File: config.mk
export PLATFORM = sky130hd
export DESIGN_NAME = divider
export DESIGN_NICKNAME = d
export VERILOG_FILES = /design/src/rtl/divider.sv
export SDC_FILE = /design/constraint.sdc
export NUM_CORES = 1
export LEC_CHECK = 0
export CAP_MARGIN = 5
export CORE_UTILIZATION = 45
export CTS_CLUSTER_SIZE = 12
export DETAILED_ROUTE_END_ITERATION = 7
export PLACE_DENSITY = 0.66
export SLEW_MARGIN = 0
export SYNTH_ARGS = -nofsm -noshare
export SYNTH_HDL_FRONTEND = slang
export SYNTH_SLANG_ARGS = --single-unit
File: constraint.sdc
create_clock -name clock -period 3.7 [get_ports clock]
set_input_delay 0.925 -clock clock [delete_from_list [all_inputs] [get_ports clock]]
set_output_delay 0.925 -clock clock [all_outputs]
set_load 0.05 [all_outputs]
File: src/rtl/divider.sv
// divider: 32-bit signed restoring divider, one quotient bit per clock.
// Define DIV_REMAINDER_EN to add the signed data_remainder output.

module divider_lt32 (
   input  logic [31:0] a,
   input  logic [31:0] b,
   output logic        lt,
   output logic [31:0] diff
);

   logic [32:0] wide;

   // Borrow out of a-b is the unsigned less-than; the low bits are the difference
   always_comb begin
      wide = {1'b0, a} - {1'b0, b};
      lt   = wide[32];
      diff = wide[31:0];
   end

endmodule

module divider (
   input  logic        clock,
   input  logic        reset,
   input  logic        ctrl_DIV,
   input  logic [31:0] data_operandA,
   input  logic [31:0] data_operandB,
   output logic [31:0] data_result,
   output logic        data_exception,
   output logic        data_resultRDY
`ifdef DIV_REMAINDER_EN
   ,
   output logic [31:0] data_remainder
`endif
);

   typedef enum logic [1:0] {
      IDLE = 2'd0,
      BUSY = 2'd1,
      DONE = 2'd2
   } state_t;

   state_t      state_q, state_d;
   logic [5:0]  cnt_q, cnt_d;
   // dividend bits shift out the top while quotient bits shift in below
   logic [31:0] dvd_q, dvd_d;
   logic [31:0] prem_q, prem_d;
   logic [31:0] dvs_q, dvs_d;
   logic        qsign_q, qsign_d;
   logic        dz_q, dz_d;
   logic        ov_q, ov_d;
   logic [31:0] res_q, res_d;
   logic        exc_q, exc_d;
   logic        rdy_q, rdy_d;
`ifdef DIV_REMAINDER_EN
   logic        rsign_q, rsign_d;
   logic [31:0] rout_q, rout_d;
`endif

   logic [31:0] prem_sh;
   logic        prem_lt;
   logic [31:0] prem_sub;
   logic [31:0] a_abs;
   logic [31:0] b_abs;

   divider_lt32 u_lt (
      .a    (prem_sh),
      .b    (dvs_q),
      .lt   (prem_lt),
      .diff (prem_sub)
   );

   // Operand magnitudes and the next partial remainder candidate
   always_comb begin
      prem_sh = {prem_q[30:0], dvd_q[31]};
      a_abs   = data_operandA[31] ? (32'd0 - data_operandA)
                                  : data_operandA;
      b_abs   = data_operandB[31] ? (32'd0 - data_operandB)
                                  : data_operandB;
   end

   // Next-state, datapath step and output formatting
   always_comb begin
      state_d = state_q;
      cnt_d   = cnt_q;
      dvd_d   = dvd_q;
      prem_d  = prem_q;
      dvs_d   = dvs_q;
      qsign_d = qsign_q;
      dz_d    = dz_q;
      ov_d    = ov_q;
      res_d   = res_q;
      exc_d   = exc_q;
      rdy_d   = 1'b0;
`ifdef DIV_REMAINDER_EN
      rsign_d = rsign_q;
      rout_d  = rout_q;
`endif

      unique case (state_q)
         IDLE: begin
            state_d = IDLE;
         end
         BUSY: begin
            if (prem_lt) begin
               prem_d = prem_sh;
               dvd_d  = {dvd_q[30:0], 1'b0};
            end else begin
               prem_d = prem_sub;
               dvd_d  = {dvd_q[30:0], 1'b1};
            end
            cnt_d = cnt_q + 6'd1;
            if (cnt_q == 6'd31) begin
               state_d = DONE;
            end
         end
         DONE: begin
            rdy_d   = 1'b1;
            state_d = IDLE;
            if (dz_q) begin
               res_d = 32'd0;
               exc_d = 1'b1;
            end else if (ov_q) begin
               res_d = 32'h8000_0000;
               exc_d = 1'b1;
            end else begin
               res_d = qsign_q ? (32'd0 - dvd_q) : dvd_q;
               exc_d = 1'b0;
            end
`ifdef DIV_REMAINDER_EN
            if (dz_q || ov_q) begin
               rout_d = 32'd0;
            end else begin
               rout_d = rsign_q ? (32'd0 - prem_q) : prem_q;
            end
`endif
         end
         default: begin
            state_d = IDLE;
         end
      endcase

      // A start strobe in any state (re)loads operands, aborting a busy op
      if (ctrl_DIV) begin
         state_d = BUSY;
         cnt_d   = 6'd0;
         dvd_d   = a_abs;
         prem_d  = 32'd0;
         dvs_d   = b_abs;
         qsign_d = data_operandA[31] ^ data_operandB[31];
         dz_d    = (data_operandB == 32'd0);
         ov_d    = (data_operandA == 32'h8000_0000) &&
                   (data_operandB == 32'hFFFF_FFFF);
`ifdef DIV_REMAINDER_EN
         rsign_d = data_operandA[31];
`endif
      end
   end

   // State and datapath registers with synchronous reset
   always_ff @(posedge clock) begin
      if (reset) begin
         state_q <= IDLE;
         cnt_q   <= 6'd0;
         dvd_q   <= 32'd0;
         prem_q  <= 32'd0;
         dvs_q   <= 32'd0;
         qsign_q <= 1'b0;
         dz_q    <= 1'b0;
         ov_q    <= 1'b0;
         res_q   <= 32'd0;
         exc_q   <= 1'b0;
         rdy_q   <= 1'b0;
`ifdef DIV_REMAINDER_EN
         rsign_q <= 1'b0;
         rout_q  <= 32'd0;
`endif
      end else begin
         state_q <= state_d;
         cnt_q   <= cnt_d;
         dvd_q   <= dvd_d;
         prem_q  <= prem_d;
         dvs_q   <= dvs_d;
         qsign_q <= qsign_d;
         dz_q    <= dz_d;
         ov_q    <= ov_d;
         res_q   <= res_d;
         exc_q   <= exc_d;
         rdy_q   <= rdy_d;
`ifdef DIV_REMAINDER_EN
         rsign_q <= rsign_d;
         rout_q  <= rout_d;
`endif
      end
   end

   assign data_result    = res_q;
   assign data_exception = exc_q;
   assign data_resultRDY = rdy_q;
`ifdef DIV_REMAINDER_EN
   assign data_remainder = rout_q;
`endif

endmodule

Word-level counts from Yosys, hierarchy flattened
Index checks and enable logic that the tools add are counted.
W data, S select, Z words.
{"block": "word_totals", "ff_bits": 140, "inputBits": 67, "out_inout_bits": 34}
{"block": "classes", "n_addsub": 5, "eq_ne": 6, "n_mux": 15, "n_bitwise": 2, "n_reduce_logical": 5}
{"operator": "$mux W32", "n": 7}
{"operator": "$sub A1 B32 Y32 const A", "n": 3}
{"operator": "$eq A32 B32 Y1 const B", "n": 2}
{"operator": "$sub A32 B32 Y33", "n": 1}
{"operator": "$logic_not A32 Y1", "n": 1}
{"operator": "$mux W31", "n": 1}
{"operator": "$mux W1", "n": 7}
{"operator": "$add A6 B1 Y6 const B", "n": 1}
{"operator": "$eq A6 B5 Y1 const B", "n": 1}
{"operator": "$ne A3 B3 Y1 const B", "n": 1}
{"operator": "$reduce_or A3 Y1", "n": 1}
{"operator": "$eq A2 B1 Y1 const B", "n": 1}
{"operator": "$eq A2 B2 Y1 const B", "n": 1}
{"operator": "$reduce_bool A2 Y1", "n": 1}
{"operator": "$reduce_or A2 Y1", "n": 1}
{"operator": "$logic_and A1 B1 Y1", "n": 1}
{"operator": "$not A1 Y1", "n": 1}
{"operator": "$xor A1 B1 Y1", "n": 1}

Logic depth before layout (Yosys ltp)
{"block": "logic_depth", "depth_word": 4, "depth_mapped": 13, "mapped_depth_nobuf": 11}

Hierarchy
A second synthesis with hierarchy kept.
{"block": "hier_totals", "hier_cells": 1147, "area_unflattened_um2": 9387.8}
{"mod": "divider", "n_inst": 1, "cells_each": 871, "area_per_inst_um2": 7497.2}
{"mod": "divider_lt32", "n_inst": 1, "cells_each": 276, "area_per_inst_um2": 1890.6}

Worst setup path after synthesis
No wires, ideal clock.
{"block": "synth_path", "path_kind": "input to register", "start": "input data_operandA[8]", "end": "register dvd_q[30]", "t_arrival_ns": 3.354, "required_ns": 3.566, "slack_ns": 0.212, "cell_stages": 8, "path_cell_list": "or4_4 nor4_4 or3b_1 or4_4 or3_4 o31ai_4 xor2_1 o22ai_1"}
{"block": "synth_between", "elab_chain_len": 3}
{"item": "start: declaration", "line": "26", "source": "input logic [31:0] data_operandA,"}
{"item": "$sub A1 B32 Y32", "line": "76", "source": "a_abs = data_operandA[31] ? (32'd0 - data_operandA)"}
{"item": "$mux W32", "line": "76"}
{"item": "$mux W32", "line": "144", "source": "if (ctrl_DIV) begin"}
{"item": "end signal: assignment", "line": "181", "source": "dvd_q <= dvd_d;"}
{"item": "end: declaration", "line": "46", "source": "logic [31:0] dvd_q, dvd_d;"}
No other way between the ends.
A chain may end at the register's enable or synchronous reset.

Final worst setup path
Ends and elaborated chain as after synthesis.

==> tab_implementation.tex <==
\begin{tabular}{lr}
\hline
Metric & Value \\
\hline
\multicolumn{2}{l}{\textbf{Placed design}} \\
Placed cells & 1514 \\
Worst slack at placement & -0.294 ns \\
Number of buffers inserted by port buffering & 100 \\
Final weighted congestion of routability-driven global placement & 0.926 \\
Detailed-placement wirelength estimate & 19.0 mm \\
\multicolumn{2}{l}{\textbf{Floorplan}} \\
Chip height & 144 um \\
Die ar. & 20700 um2 \\
Core area & 19600 um2 \\
Initial cell density of the core & 46.2\% \\
Row Count & 51 \\
Floorplan die width & 144 um \\
Top Ports & 101 \\
\multicolumn{2}{l}{\textbf{Logic synthesis}} \\
Number of flops mapped to enable cells by yosys & 0 \\
Leading cell types by total area after synthesis & sky130\_fd\_sc\_hd\_\_dfxtp\_1 31\%, sky130\_fd\_sc\_hd\_\_nand2\_1 5.3\%, sky130\_fd\_sc\_hd\_\_xor2\_1 5.2\% \\
Yosys synthesis warning count & 0 \\
Yosys reg bits & 140 \\
Synthesized netlist net count & 1263 \\
Gate count after technology mapping & 1158 \\
Ys async rst share & 0\% \\
Most frequently used flop master after synthesis & sky130\_fd\_sc\_hd\_\_dfxtp\_1 \\
Area share of the leading cell type in the synthesized netlist & 30.9\% \\
Dominant cell by count in the synthesized netlist & sky130\_fd\_sc\_hd\_\_dfxtp\_1 \\
Mean cell area of the mapped netlist & 7.82 um2 \\
Number of distinct standard cells referenced by the synthesized netlist & 63 \\
Post-synth top cells & 140 x sky130\_fd\_sc\_hd\_\_dfxtp\_1, 127 x sky130\_fd\_sc\_hd\_\_nand2\_1, 103 x sky130\_fd\_sc\_hd\_\_nor2\_1 \\
Cell Area, Synth & 9060 um2 \\
Sequential element share of the synthesized area & 30.9\% \\
Area leader, netlist & sky130\_fd\_sc\_hd\_\_dfxtp\_1 \\
\multicolumn{2}{l}{\textbf{Pwr}} \\
Fraction of power consumed by combinational cells & 24.1\% \\
Total power & 4.44 mW \\
Max IR drop VDD & 0.314 mV \\
Fraction of power consumed by sequential logic & 37.5\% \\
Static Leakage & 4.23 nW \\
Power density over the cells & 397 nW/um2 \\
Switching share of total power & 31.7\% \\
Internal portion of total power & 3.03 mW \\
Part of the power in the clock network & 38.4\% \\
Switching power & 1.40 mW \\
\multicolumn{2}{l}{\textbf{Worst setup path}} \\
Total buffers and inverters traversed by the critical path & 1 \\
Worst Path Class, Setup & in -> reg \\
Critical Path Fanout Max & 3 \\
Worst setup EP type & flip-flop \\
Category of cells accounting for the largest share of critical-path delay & simple AND/OR/NAND/NOR gates \\
CP arrival & 3.86 ns \\
Most numerous cell on the critical path & sky130\_fd\_sc\_hd\_\_or4\_4 \\
CP Cell Sequence & clkdlybuf4s50\_1, or4\_4, nor4\_4, or3b\_1, or4\_4, or3\_4, o31ai\_4, xor2\_1, o22ai\_1 \\
Critical-path top delay cell & sky130\_fd\_sc\_hd\_\_or4\_4 \\
Kind of start point of the critical path & primary input \\
Critical path data required time & 4.00 ns \\
Largest stage delay on the critical path & 0.56 ns \\
\multicolumn{2}{l}{\textbf{Clock network}} \\
Clk Latency, worst-skew pair & 0.43 ns \\
Max H-tree Level & 4 \\
Hold bufs inserted after CTS & 0 \\
Clock Tree Buf Depth & 2 \\
TritonCTS clock tree & built \\
Total clock buffers created by CTS & 17 \\
Post-CTS clock slew at the launch and capture registers of the worst setup and hold paths & 0.06 ns \\
Master cell of the clock root buffer & sky130\_fd\_sc\_hd\_\_clkbuf\_16 \\
Clock Sink Count & 140 \\
\multicolumn{2}{l}{\textbf{GRT}} \\
Initial antenna violation count & 0 \\
Total routing resource utilization after global routing & 26.3\% \\
Via count of the first global-routing pass & 8246 \\
Remaining global-route overflow & 0 \\
Maximum number of pins on one net before global-route repair & 54 \\
Wire length of the first global-routing pass & 42.7 mm \\
\multicolumn{2}{l}{\textbf{STA}} \\
Number of max-slew violations in the final report & 0 \\
Fmax & 0.281 GHz \\
Count of endpoints failing setup in the final report & 0 \\
Number of hold violations in the final report & 0 \\
Min Tclk post-route & 3.56 ns \\
Crit share post-route & 96.2\% \\
Worst slew pin tran & 1.12 ns \\
Clock Skews & 0.0105 ns \\
Max transition margin & 25.0\% \\
PnR worst setup slack & 0.142 ns \\
\multicolumn{2}{l}{\textbf{Layout}} \\
Area growth syn-to-layout & 23.5\% \\
Antenna diode count & 0 \\
Final std cells w/o fill & 1546 \\
Share of final-layout standard cells stronger than drive strength 1 & 9.06\% \\
Final net count & 1373 \\
\multicolumn{2}{l}{\textbf{Route}} \\
Remaining number of nets flagged by the antenna check after routing & 0 \\
Wirelength, routed & 26.2 mm \\
Iteration count of the initial detailed-routing pass & 7 \\
Via-to-Cell Ratio & 5.78 \\
Starting DRT DRC Count & 630 \\
Routed len/inst & 16.9 um \\
Number of remaining DRC errors & 0 \\
Routed vias & 8931 \\
\multicolumn{2}{l}{\textbf{Flow run}} \\
MaxCap Viol Count & 0 \\
\multicolumn{2}{l}{\textbf{Worst hold path}} \\
Hold crit path type & reg -> reg \\
\multicolumn{2}{l}{\textbf{Run status}} \\
Outcome & finished clean \\
\hline
\end{tabular}
metrics by stage:
stage / area, um2 / utilization, % / hold WS (ns) / setup TNS, ns
after floorplan: 9060 / - / 0.442 / 0
after global placement: 10600 / 54.1 / 0.448 / -2.02
after detailed placement: 10600 / 54.1 / 0.463 / -2.64
after CTS: 11200 / 57.1 / 0.481 / 0
after global routing: 11200 / 57.1 / 0.499 / -0.00181
final: 11200 / 57.1 / 0.476 / 0
tightest hold or removal path, stage by stage (launching register included):
cell                      delay, ns
sky130_fd_sc_hd__dfxtp_1       0.32
sky130_fd_sc_hd__nand2_1       0.06
sky130_fd_sc_hd__a21oi_1       0.05
per-layer routing:
layer  global-route usage, %  vias up  wire (um)
met3                    4.47       24       1420
li1                        -     4435          -
met4                    6.38        0        267
met5                       0        -          0
met2                    41.9      264      12000
met1                    36.5     4208      12500
flip-flops by register name, summed over array words and instances (netlist names):
| register | count |
|---|---|
| cnt_q | 6 |
| data_exception | 1 |
| data_result | 32 |
| data_resultRDY | 1 |
| dvd_q | 32 |
| dvs_q | 32 |
| dz_q | 1 |
| ov_q | 1 |
| prem_q | 31 |
| qsign_q | 1 |
| state_q | 2 |
path summary, 6_finish.rpt:
kind,endpoint,from,depth (start not counted),slack (ns)
worst max-delay path,dvd_q[30]$_SDFFE_PP0P_,data_operandA[8],9,0.14
worst min-delay path,cnt_q[1]$_SDFFE_PP0P_,cnt_q[1]$_SDFFE_PP0P_,2,0.48
worst max register to register,prem_q[25]$_SDFFE_PP0P_,dvd_q[31]$_SDFFE_PP0P_,12,0.30
worst min register to register,cnt_q[1]$_SDFFE_PP0P_,cnt_q[1]$_SDFFE_PP0P_,2,0.48
timing repair:
action | in CTS | in global routing
gates resized for setup | 0 | 1
buffers inserted | 0 | 0
hold endpoints to repair | 0 | 0
setup endpoints to repair | 0 | 1
power groups by stage:
stage	clock network, mW	registers [mW]	logic (mW)
after floorplan	0	1.66	0.724
after global placement	0	1.69	1.04
after detailed placement	0	1.69	1.05
after CTS	1.73	1.66	1.06
after global routing	1.79	1.67	1.18
final	1.70	1.66	1.07
cell usage in the layout, fill, tap and decap left out, types with 4 or more instances in the layout:
cell,count
sky130_fd_sc_hd__buf_4,60
sky130_fd_sc_hd__a31oi_1,24
sky130_fd_sc_hd__a21oi_1,65
sky130_fd_sc_hd__dfxtp_1,140
sky130_fd_sc_hd__o21a_1,8
sky130_fd_sc_hd__o21bai_1,6
sky130_fd_sc_hd__xor2_1,54
sky130_fd_sc_hd__a22o_1,12
sky130_fd_sc_hd__o41ai_1,10
sky130_fd_sc_hd__a21o_1,8
sky130_fd_sc_hd__o211ai_1,7
sky130_fd_sc_hd__o31ai_1,28
sky130_fd_sc_hd__o2111ai_1,7
sky130_fd_sc_hd__inv_1,55
sky130_fd_sc_hd__nor3_1,17
sky130_fd_sc_hd__or3_1,17
sky130_fd_sc_hd__a22oi_1,17
sky130_fd_sc_hd__or2_2,7
sky130_fd_sc_hd__o22ai_1,14
sky130_fd_sc_hd__o21ai_0,83
sky130_fd_sc_hd__and4_1,5
sky130_fd_sc_hd__clkbuf_16,17
sky130_fd_sc_hd__a211oi_1,49
sky130_fd_sc_hd__nor4_1,5
sky130_fd_sc_hd__or4_4,4
sky130_fd_sc_hd__xnor2_1,51
sky130_fd_sc_hd__nand4_1,13
sky130_fd_sc_hd__ha_1,37
sky130_fd_sc_hd__nand3_1,15
sky130_fd_sc_hd__and2_1,11
sky130_fd_sc_hd__clkdlybuf4s50_1,98
sky130_fd_sc_hd__nor2_1,102
sky130_fd_sc_hd__or4_1,14
sky130_fd_sc_hd__mux2i_1,16
sky130_fd_sc_hd__nor2b_1,5
sky130_fd_sc_hd__nand2_1,127
sky130_fd_sc_hd__nand2b_1,9
area by class of cell:
cell class	instances	area (um2)
Multi-Input combinational cell	894	5810
Sequential cell	140	2800
Clock inverter	12	139
Inverter	55	206
Fill cell	1853	8410
Clock buffer	20	437
Timing Repair Buffer	160	1460
Tap cell	265	332
cells by family (layout without fill, tap and decap cells):
family / after synthesis / in the layout / synth area share, %
adders and majority gates: 38 / 38 / 5.33
buffers and inverters: 124 / 247 / 5.14
AOI/OAI and AO/OA: 364 / 364 / 26.6
muxes: 16 / 16 / 1.77
xor gates and xnor gates: 105 / 105 / 10.2
DFF: 140 / 140 / 30.9
and+or+nand+nor: 371 / 371 / 20.1
Note: power is estimated with default switching activity, not from simulation.
